### src/rtl/lsu_ctrl.sv
// Load/store initiator: sequences one RV32 load or store against a 32x32 word
// memory, handling byte-lane masking, store replication and load extension.
module lsu_ctrl (
  input  logic        clk,
  input  logic        rst_n,
  input  logic        req_valid,
  output logic        req_ready,
  input  logic        req_we,
  input  logic [2:0]  req_funct3,
  input  logic [6:0]  req_addr,
  input  logic [31:0] req_wdata,
  output logic        resp_valid,
  output logic [31:0] resp_rdata,
  output logic        resp_err,
  output logic        mem_wren,
  output logic        mem_is_load,
  output logic [3:0]  mem_mask,
  output logic [4:0]  mem_w_addr,
  output logic [4:0]  mem_r_addr,
  output logic [31:0] mem_w_data,
  input  logic [31:0] mem_r_data
);

  localparam logic [2:0] S_IDLE    = 3'd0;
  localparam logic [2:0] S_STORE   = 3'd1;
  localparam logic [2:0] S_LOAD    = 3'd2;
  localparam logic [2:0] S_CAPTURE = 3'd3;
  localparam logic [2:0] S_RESP    = 3'd4;

  logic [2:0]  state;
  logic        we_q;
  logic [2:0]  funct3_q;
  logic [6:0]  addr_q;
  logic [31:0] wdata_q;
  logic        err_q;
  logic [31:0] rdata_q;

  logic        accept;
  logic        req_bad;
  logic [7:0]  load_byte;
  logic [15:0] load_half;
  logic [31:0] load_fmt;

  assign accept = req_valid && req_ready;

  always_comb begin
    req_bad = 1'b0;
    if (req_funct3 == 3'd3 || req_funct3 == 3'd6 || req_funct3 == 3'd7)
      req_bad = 1'b1;
    if (req_we && req_funct3 > 3'd2)
      req_bad = 1'b1;
    if (req_funct3[1:0] == 2'd1 && req_addr[0])
      req_bad = 1'b1;
    if (req_funct3 == 3'd2 && req_addr[1:0] != 2'd0)
      req_bad = 1'b1;
  end

  always_comb begin
    load_byte = mem_r_data[8*addr_q[1:0] +: 8];
    load_half = addr_q[1] ? mem_r_data[31:16] : mem_r_data[15:0];
    case (funct3_q)
      3'd0:    load_fmt = {{24{load_byte[7]}}, load_byte};
      3'd4:    load_fmt = {24'd0, load_byte};
      3'd1:    load_fmt = {{16{load_half[15]}}, load_half};
      3'd5:    load_fmt = {16'd0, load_half};
      default: load_fmt = mem_r_data;
    endcase
  end

  // NOTE: sequential state uses non-blocking assignments so every register
  // samples pre-edge values regardless of statement order.
  always_ff @(posedge clk) begin
    if (!rst_n) begin
      state    <= S_IDLE;
      we_q     <= 1'b0;
      funct3_q <= 3'd0;
      addr_q   <= 7'd0;
      wdata_q  <= 32'd0;
      err_q    <= 1'b0;
      rdata_q  <= 32'd0;
    end else begin
      case (state)
        S_IDLE: begin
          if (accept) begin
            we_q     <= req_we;
            funct3_q <= req_funct3;
            addr_q   <= req_addr;
            wdata_q  <= req_wdata;
            err_q    <= req_bad;
            rdata_q  <= 32'd0;
            if (req_bad)     state <= S_RESP;
            else if (req_we) state <= S_STORE;
            else             state <= S_LOAD;
          end
        end
        S_STORE:   state <= S_RESP;
        S_LOAD:    state <= S_CAPTURE;
        S_CAPTURE: begin
          rdata_q <= load_fmt;
          state   <= S_RESP;
        end
        S_RESP:    state <= S_IDLE;
        default:   state <= S_IDLE;
      endcase
    end
  end

  // Store strobes are not gated by rst_n so a STORE cycle coinciding with the
  // reset edge still commits; everything else drops immediately in reset.
  assign mem_wren    = (state == S_STORE);
  assign mem_is_load = rst_n && (state == S_LOAD);
  assign req_ready   = rst_n && (state == S_IDLE);
  assign resp_valid  = rst_n && (state == S_RESP);
  assign resp_err    = resp_valid && err_q;
  assign resp_rdata  = rdata_q;
  assign mem_w_addr  = addr_q[6:2];
  assign mem_r_addr  = addr_q[6:2];

  // NOTE: defaults first so no path through the case leaves an output unassigned
  // (which would infer a latch).
  always_comb begin
    mem_mask   = 4'b0000;
    mem_w_data = 32'd0;
    if (state == S_STORE) begin
      case (funct3_q[1:0])
        2'd0: begin
          mem_mask   = 4'b0001 << addr_q[1:0];
          mem_w_data = {4{wdata_q[7:0]}};
        end
        2'd1: begin
          mem_mask   = addr_q[1] ? 4'b1100 : 4'b0011;
          mem_w_data = {2{wdata_q[15:0]}};
        end
        default: begin
          mem_mask   = 4'b1111;
          mem_w_data = wdata_q;
        end
      endcase
    end
  end

  // we_q is kept for debug visibility of the accepted request type.
  logic unused_we;
  assign unused_we = we_q;

endmodule
### config.mk
export PLATFORM = sky130hd
export DESIGN_NAME = lsu_ctrl
export DESIGN_NICKNAME = d
export VERILOG_FILES = /design/src/rtl/lsu_ctrl.sv
export SDC_FILE = /design/constraint.sdc
export NUM_CORES = 1
export LEC_CHECK = 0
export BUFFER_PORTS_ARGS = -buffer_cell sky130_fd_sc_hd__clkbuf_2
export CAP_MARGIN = 10
export CORE_MARGIN = 8
export CORE_UTILIZATION = 43
export CTS_CLUSTER_SIZE = 30
export DETAILED_ROUTE_END_ITERATION = 12
export PLACE_DENSITY = 0.76
export SLEW_MARGIN = 5
export SYNTH_ARGS = -nofsm -noshare
export SYNTH_HDL_FRONTEND = slang
export SYNTH_SLANG_ARGS = --single-unit
### constraint.sdc
create_clock -name clk -period 1.6 [get_ports clk]
set_input_delay 0.16 -clock clk [delete_from_list [all_inputs] [get_ports clk]]
set_output_delay 0.16 -clock clk [all_outputs]
set_load 0.05 [all_outputs]
# ---- Word level (Yosys, flattened, before mapping)
# Cells that the tools add are included.
dict set report word_totals {
  reg_bits 78
  elab_cells 58
}
dict set report classes {
  shifts 2
  n_mux 17
  eq_ne 14
  n_lt_le_gt_ge 1
  reduce_logical 18
}
# operator count
set ops {}
lappend ops {{32-bit case mux with 2 select lines} 2}
lappend ops {{32-bit case mux with 4 select lines} 1}
lappend ops {{32-bit 2-to-1 mux} 2}
lappend ops {{32-bit by 6-bit variable part select with 8-bit output} 1}
lappend ops {{16-bit 2-to-1 mux} 1}
lappend ops {{3-bit equality test (second input constant)} 5}
lappend ops {{3-bit by 2-bit equality test with 1-bit output (second input constant)} 4}
lappend ops {{3-bit case mux with 3 select lines} 1}
lappend ops {{1-bit logical AND} 8}
lappend ops {{4-bit 2-to-1 mux} 2}
lappend ops {{4-bit case mux with 2 select lines} 1}
lappend ops {{3-bit by 1-bit equality test with 1-bit output (second input constant)} 2}
lappend ops {{3-bit logical NOT} 2}
lappend ops {{3-bit 2-to-1 mux} 2}
lappend ops {{2-bit by 1-bit equality test with 1-bit output (second input constant)} 2}
lappend ops {{1-bit 2-to-1 mux} 4}
lappend ops {{2-bit AND reduction} 2}
lappend ops {{2-bit nonzero test} 2}
lappend ops {{1-bit by 2-bit left shift with 4-bit output (first input constant)} 1}
lappend ops {{3-bit by 2-bit greater-than comparator with 1-bit output (second input constant)} 1}
lappend ops {{2-bit logical NOT} 1}
lappend ops {{1-bit logical OR} 2}
lappend ops {{2-bit 2-to-1 mux} 1}
lappend ops {{2-bit inequality test (second input constant)} 1}
lappend ops {{2-bit OR reduction} 1}

# ---- Depth between registers and ports, before layout
# Gate-level depths: netlist (run 1).
dict set report logic_depth {
  ltp_word 10
  mapped_depth 7
  mapped_depth_nobuf 4
}

# ---- Least setup slack after synthesis (run 1)
# Ideal clock, no wire load.
dict set report synth_path {
  path_type {register -> output}
  from {reg state[2]}
  to {out resp_err}
  arrival_time_ps 2892
  path_slack_ps -1452
  required_ps 1440
  stages_incl_launch_ff 5
  cell_sequence {dfxtp_1 -> buf_2 -> inv_1 -> nor4b_1 -> and2_1}
}
dict set report synth_between {
  elab_chain_cells 3
}
# item line
set synth_rtl {}
lappend synth_rtl {{start: declaration} 30} ;# logic [2:0] state;
lappend synth_rtl {{start signal: assignment} 74} ;# state <= S_IDLE;
lappend synth_rtl {{start signal: assignment} 91} ;# if (req_bad) state <= S_RESP;
lappend synth_rtl {{start signal: assignment} 92} ;# else if (req_we) state <= S_STORE;
lappend synth_rtl {{3-bit equality test} 113} ;# assign resp_valid = rst_n && (state == S_RESP);
lappend synth_rtl {{1-bit logical AND} 113}
lappend synth_rtl {{via resp_valid} 12} ;# output logic resp_valid,
lappend synth_rtl {{1-bit logical AND} 114} ;# assign resp_err = resp_valid && err_q;
lappend synth_rtl {{end: declaration} 14} ;# output logic resp_err,
# The timed path passes the listed nets, and every way through them passes these cells.

# ---- Worst setup path in the final report (run 1)
dict set report layout_path {
  from {reg funct3_q[0]}
  to {out mem_w_data[31]}
}
dict set report layout_between {
  elab_chain_cells 3
}
# item line
set layout_rtl {}
lappend layout_rtl {{start: declaration} 32} ;# logic [2:0] funct3_q;
lappend layout_rtl {{start signal: assignment} 86} ;# funct3_q <= req_funct3;
lappend layout_rtl {{2-bit by 1-bit equality test with 1-bit output / 2-bit logical NOT (equally long branches)} 125} ;# case (funct3_q[1:0])
lappend layout_rtl {{32-bit case mux with 2 select lines (*)} 125}
lappend layout_rtl {{32-bit 2-to-1 mux (*)} 124} ;# if (state == S_STORE) begin
lappend layout_rtl {{end: declaration} 20} ;# output logic [31:0] mem_w_data,
# Mark *: on every way between the ends. The rest lies on a longest branch, timed or not.

==> impl_metrics.ini, run 1 <==
[outcome]
status = finished with violations
violations = negative setup slack

[sta]
slew_viol_final = 0
fin_skew_ps = 10.8
tns_ps = -8580
max_freq_mhz = 548
whs_ps = 6.98
worst_pin_slew_ps = 754
period_needed_ps = 1820
slew_headroom = 0.491
final-hold-violation-count = 0
grt_setup_unrepaired = yes
setup_slack_ps = -224
setup_viol = 64
min_period_over_period = 1.14

[clock_tree]
numCtsBuffers = 9
cts_htree_levels = 3
clk_path_buf_depth = 2
cts_root_buffer = clkbuf_8
cts_sinks = 78
insertion_delay_ps = 360
clk_pin_slew_ps = 90
cts_tree = built

[power_and_ir_drop]
powerDensity_nw_per_um2 = 797
peakVddDrop_mv = 0.516
power_leakage_nw = 3.00

[route]
drc_errors = 0
routed-via-count = 4895
ant_nets = 0
firstDrtPassIters = 5
routed_wl_um = 18800
first_iter_violations = 595
wire_per_inst_um = 23.3
routed_via_density = 6.07

[synthesis]
synth_area_sq_um = 3810
yosysTopAreaCellShare = 0.410
ys_ff_latch = 78
avgSynthCellArea_sq_um = 7.99
synthMuxAreaShare = 0.0696
async_reset_ff_frac = 0
syn_inst = 477
yosys.cell_count.top_type = nand2_1
synthTopCellsByArea = dfxtp_1 41%, nand2_1 12%, nand3_1 5.5%
synth_edf_count = 0
synth_compound_area_frac = 0.182
synth_nets = 555
synth_top_family_by_area = simple AND/OR/NAND/NOR gates
yosysTopAreaCell = dfxtp_1
seq_area_frac_synth = 0.410
synthSimpleGateAreaFrac = 0.272
synth.distinct_cells = 39
yosys_warnings = 0
synth_flop_cell = dfxtp_1
synth_fa_ha_area_frac = 0
synth_xor_xnor_area_share = 0
synthTopCellsByCount = 117 x nand2_1, 78 x dfxtp_1, 42 x nand3_1, 33 x nor2_1, 27 x a21oi_1

[critical_path]
critPathKind = flop to output port
cp-endpoint = mem_w_data[31]
ff2ff_path_depth = 5
startpoint = funct3_q[0]
end_kind = output port
setup.worst_path.start_class = flop
critPathTopFamily = flip-flops
crit_fanout = 6
r2r_end = resp_rdata[19]
slowest_delay_ps = 430
r2r-start = funct3_q[2]
crit_slowest_cell = dfxtp_4
crit_path_frequent_cell = buf_12
path_buf_inv = 2
path_depth = 6
r2r_slack_ps = -210
critPathArrivalTime_ps = 1660
cp_data_required_time_ps = 1440
crit_path_cell_trace = buf_12 -> mux2i_2 -> nor2_1 -> a21oi_2 -> nor2_4 -> buf_12

[global_route]
grt_max_degree = 44
grt.total_usage = 0.266
grt_pass1_vias = 4773
overflow = 0
grt_antenna_before_repair = 0
grt_pass1_wl_um = 25300

[worst_hold_path]
min_path_type = primary input to flop

[floorplan]
die_w_um = 110
die_y_um = 110
io_pins = 161
core_area_sq_um = 8680
rows = 34
dieArea_sq_um = 12100
start_util = 0.439

[layout]
multi_input_area_sq_um = 2580
syn_to_final_growth_pct = 81.9
num-nets-final = 771
n_antenna_cell = 0
regArea_sq_um = 1580
layout-drive-gt1-share = 0.509
fillerInstances = 503

[place]
hpwl_um = 10200
portBuffers = 160
gp_congestion = 0.870

[run]
drv_cap = 0
[flip-flops by register name (all words and copies together), names as in the netlist]
| signal | count |
|---|---|
| state | 3 |
| funct3_q | 3 |
| addr_q | 7 |
| resp_rdata | 32 |
| wdata_q | 32 |
| err_q | 1 |
[worst reg2reg max path, delay by kind of cell, from the launching register on]
family / cells / cell delay [ps]
compound gates: 3 / 790
buf+inv: 1 / 200
flops: 1 / 370
simple gates: 1 / 400
[logic make-up after synthesis]
| group | Yosys count |
|---|---|
| flip-flops | 78 |
| AO/OA/AOI/OAI | 94 |
| AND/OR/NAND/NOR | 230 |
| multiplexers | 25 |
| buffers and inverters | 50 |
[metrics by stage]
step           power, mW  cells  instance area [sq um]  utilization  setup slack [ps]
2_1_floorplan       2.92    477                   4230            -              -268
3_3_place_gp        3.29    739                   5710        0.658              -230
3_5_place_dp        3.33    739                   5710        0.658              -316
4_1_cts             5.28    803                   6730        0.775              -144
5_1_grt             5.66    806                   6930        0.798              -272
6_report            5.52    806                   6930        0.798              -224
[cell usage in the layout, fill, tap and decap left out, types with 3 or more instances in the layout]
| cell type | n |
|---|---|
| a21oi_2 | 8 |
| buf_8 | 8 |
| nand3b_1 | 4 |
| dfxtp_4 | 5 |
| buf_6 | 11 |
| clkinvlp_4 | 3 |
| nand3_2 | 9 |
| buf_12 | 42 |
| clkbuf_2 | 119 |
| a211oi_1 | 3 |
| a221o_1 | 17 |
| a21oi_1 | 8 |
| and2_4 | 12 |
| nand2_1 | 108 |
| dlygate4sd3_1 | 24 |
| dfxtp_1 | 72 |
| nand3_1 | 32 |
| o21ai_1 | 9 |
| nand2b_1 | 12 |
| clkbuf_8 | 11 |
| a221oi_2 | 4 |
| nand2_2 | 4 |
| nor2_4 | 20 |
| nand2_4 | 5 |
| mux2_2 | 7 |
| a21oi_4 | 11 |
| buf_4 | 40 |
| a32o_1 | 9 |
| mux2i_1 | 12 |
| nor2_1 | 13 |
| o21ai_0 | 12 |
[layer usage]
| metal | wire length [um] | global-route usage |
|---|---|---|
| met4 | 1190 | 0.127 |
| met1 | 6830 | 0.310 |
| met2 | 8950 | 0.452 |
| met5 | 0 | 0 |
| met3 | 1830 | 0.0622 |
[worst min path at each step]
stage | endpoint | cells after the start | startpoint | slack, ps
after detailed placement | wdata_q[17] | 3 | req_wdata[17] | 350
after CTS | wdata_q[4] | 3 | req_wdata[4] | 0.4
after global routing | wdata_q[4] | 3 | req_wdata[4] | 9
after floorplan | addr_q[6] | 2 | req_addr[6] | 260
final | wdata_q[28] | 3 | req_wdata[28] | 7
after global placement | wdata_q[16] | 3 | req_wdata[16] | 340
[area by class of cell]
cell class / count / share of cell area
clock inverter: 6 / 0.0135
timing repair buffer: 250 / 0.342
multi-input combinational: 349 / 0.372
sequential: 78 / 0.228
inverter: 4 / 0.00343
clock buffer: 10 / 0.0199
timing repair inverter: 1 / 0.00108
tap: 108 / 0.0195
[where the power goes]
group,internal [mW],switching [mW]
registers,2.04,0.125
logic,0.684,0.906
clock network,0.933,0.833
[repair_timing]
item,4_1_cts,5_1_grt
hold buffers,24,0
gates resized for setup,87,42
setup buffers,20,1
setup endpoints to repair,69,105
pin swaps,14,24
endpoints found under the hold margin,24,0
gates cloned,4,2
No activity file was read; power rests on OpenSTA's default activity.
==> inputs of run 2 (changes only) <==
- ABC_AREA: not set -> 1
- CORE_UTILIZATION: 43 -> 44
==> run 2 against run 1 <==
The flow still finishes with violations (negative setup slack); non-clock buffer count fell by 33; largest cell class unchanged; cell area down 2.1%; final cell count grew 12%; critical endpoint is now mem_w_data[26]; via count up 2.0%; global-route usage shrank 1.2 points; combinational power increased by 4%; synthesized area rose by 6.9%; sequential share of layout area is 0.31 points higher; hold slack hardly changed; clock power fell by 3%.
==> impl_metrics.ini, run 2 <==
[synthesis]
syn_inst = 606
avgSynthCellArea_sq_um = 6.72
synth_flop_cell = dfxtp_1
synthTopCellsByArea = dfxtp_1 38%, nand2_1 13%, a21oi_1 10%
yosys_warnings = 0
async_reset_ff_frac = 0
synth.distinct_cells = 33
seq_area_frac_synth = 0.383
ys_ff_latch = 78
synth_nets = 684
synth_edf_count = 0
synth_area_sq_um = 4070
yosysTopAreaCellShare = 0.383
synthTopCellsByCount = 145 x nand2_1, 83 x a21oi_1, 78 x dfxtp_1, 61 x nor2_1, 49 x inv_1
yosysTopAreaCell = dfxtp_1
yosys.cell_count.top_type = nand2_1

[critical_path]
critPathKind = flop to output port
end_kind = output port
cp_data_required_time_ps = 1440
crit_fanout = 6
ff2ff_path_depth = 9
critPathArrivalTime_ps = 1750
setup.worst_path.start_class = flop
r2r_slack_ps = -60

[floorplan]
start_util = 0.447
io_pins = 161
die_w_um = 112
dieArea_sq_um = 12600
core_area_sq_um = 9110
rows = 35
die_y_um = 112

[sta]
fin_skew_ps = 16.4
slew_headroom = 0.705
max_freq_mhz = 524
final-hold-violation-count = 0
setup_viol = 39
period_needed_ps = 1910
setup_slack_ps = -308
slew_viol_final = 0
min_period_over_period = 1.19
worst_pin_slew_ps = 442
whs_ps = 6.55
grt_setup_unrepaired = yes
tns_ps = -7550

[global_route]
grt.total_usage = 0.254
grt_max_degree = 45
overflow = 0
grt_antenna_before_repair = 0
grt_pass1_vias = 5061
grt_pass1_wl_um = 25700

[layout]
syn_to_final_growth_pct = 66.6
final_cell_mix = 140 x nand2_1, 119 x clkbuf_2, 73 x dfxtp_1
multi_input_area_sq_um = 2590
layout-drive-gt1-share = 0.427
final_common_cell = nand2_1
num-nets-final = 867
fin_cells = 905
regArea_sq_um = 1570
n_antenna_cell = 0
fillerInstances = 596

[place]
hpwl_um = 10500
pre_cts_ws_ps = -111
portBuffers = 160
placed_cells = 852
gp_congestion = 0.873

[clock_tree]
cts_root_buffer = clkbuf_8
clk_path_buf_depth = 2
cts_tree = built
clk_pin_slew_ps = 90
cts_sinks = 78
insertion_delay_ps = 360
cts_htree_levels = 3
numCtsBuffers = 9

[worst_hold_path]
min_path_cells = 3
min_path_type = primary input to flop

[route]
wire_per_inst_um = 19.1
routed_via_density = 5.52
ant_nets = 0
routed_wl_um = 17300
drc_errors = 0
routed-via-count = 4992
first_iter_violations = 361
firstDrtPassIters = 7

[outcome]
status = finished with violations
violations = negative setup slack

[power_and_ir_drop]
power_leakage_nw = 2.95
power.total_mw = 5.52
powerDensity_nw_per_um2 = 813
peakVddDrop_mv = 0.628

[run]
drv_cap = 0
[run 2: worst paths after layout]
path	end	start
hold / removal	addr_q[3]	req_addr[3]
setup reg to reg	resp_rdata[14]	state[1]
hold reg to reg	resp_rdata[2]	resp_rdata[2]
setup / recovery	mem_w_data[26]	state[2]
[run 2: area by class of cell]
cell class                 count  share of cell area
clock buffer                  10              0.0188
clock inverter                 6              0.0138
inverter                      59              0.0363
multi-input combinational    422               0.381
sequential                    78               0.231
tap                          111              0.0205
timing repair buffer         217               0.296
timing repair inverter         2             0.00184
[run 2: cell families (layout without fill, tap and decap cells)]
logic type,Yosys count,count (layout),synth area share
AOI/OAI and AO/OA,158,158,0.215
DFF,78,78,0.383
buffers and inverters,107,294,0.126
and+or+nand+nor,263,264,0.275
[run 2: per-stage QoR]
step                 util  cell area (sq um)
floorplan               -               4380
global placement    0.637               5800
detailed placement  0.637               5800
CTS                 0.719               6550
global route        0.745               6790
finish              0.745               6790
[run 2: metal layers]
metal,part of all wire,up-vias,GRT usage,wire (um)
met4,0.057,0,0.168,983
met3,0.093,72,0.0827,1610
met1,0.35,2297,0.260,6020
met5,0,-,0,0
met2,0.50,305,0.439,8680
li1,-,2318,-,-
[run 2: timing repair]
item	in CTS	in global routing
cloned	2	3
pin swaps	14	16
gates resized for setup	70	62
buffers inserted	20	9
hold endpoints to repair	6	0
hold buffers	6	0
endpoints found under the setup margin	83	116
[run 2: power by group]
group	leakage [nW]	total (mW)	switching, mW	internal, mW
Clock	0.107	1.72	0.825	0.894
Combinational	2.20	1.66	1.07	0.586
Sequential	0.638	2.14	0.0935	2.05
Total	2.95	5.52	1.99	3.53
[run 2: worst max-delay path: stages, from the launching register on]
cell      delay, ps
dfxtp_2         330
inv_2            70
nand2_4          60
nor2_4          110
buf_12          140
buf_6           100
o21ai_4          70
a221oi_4        310
buf_12          190
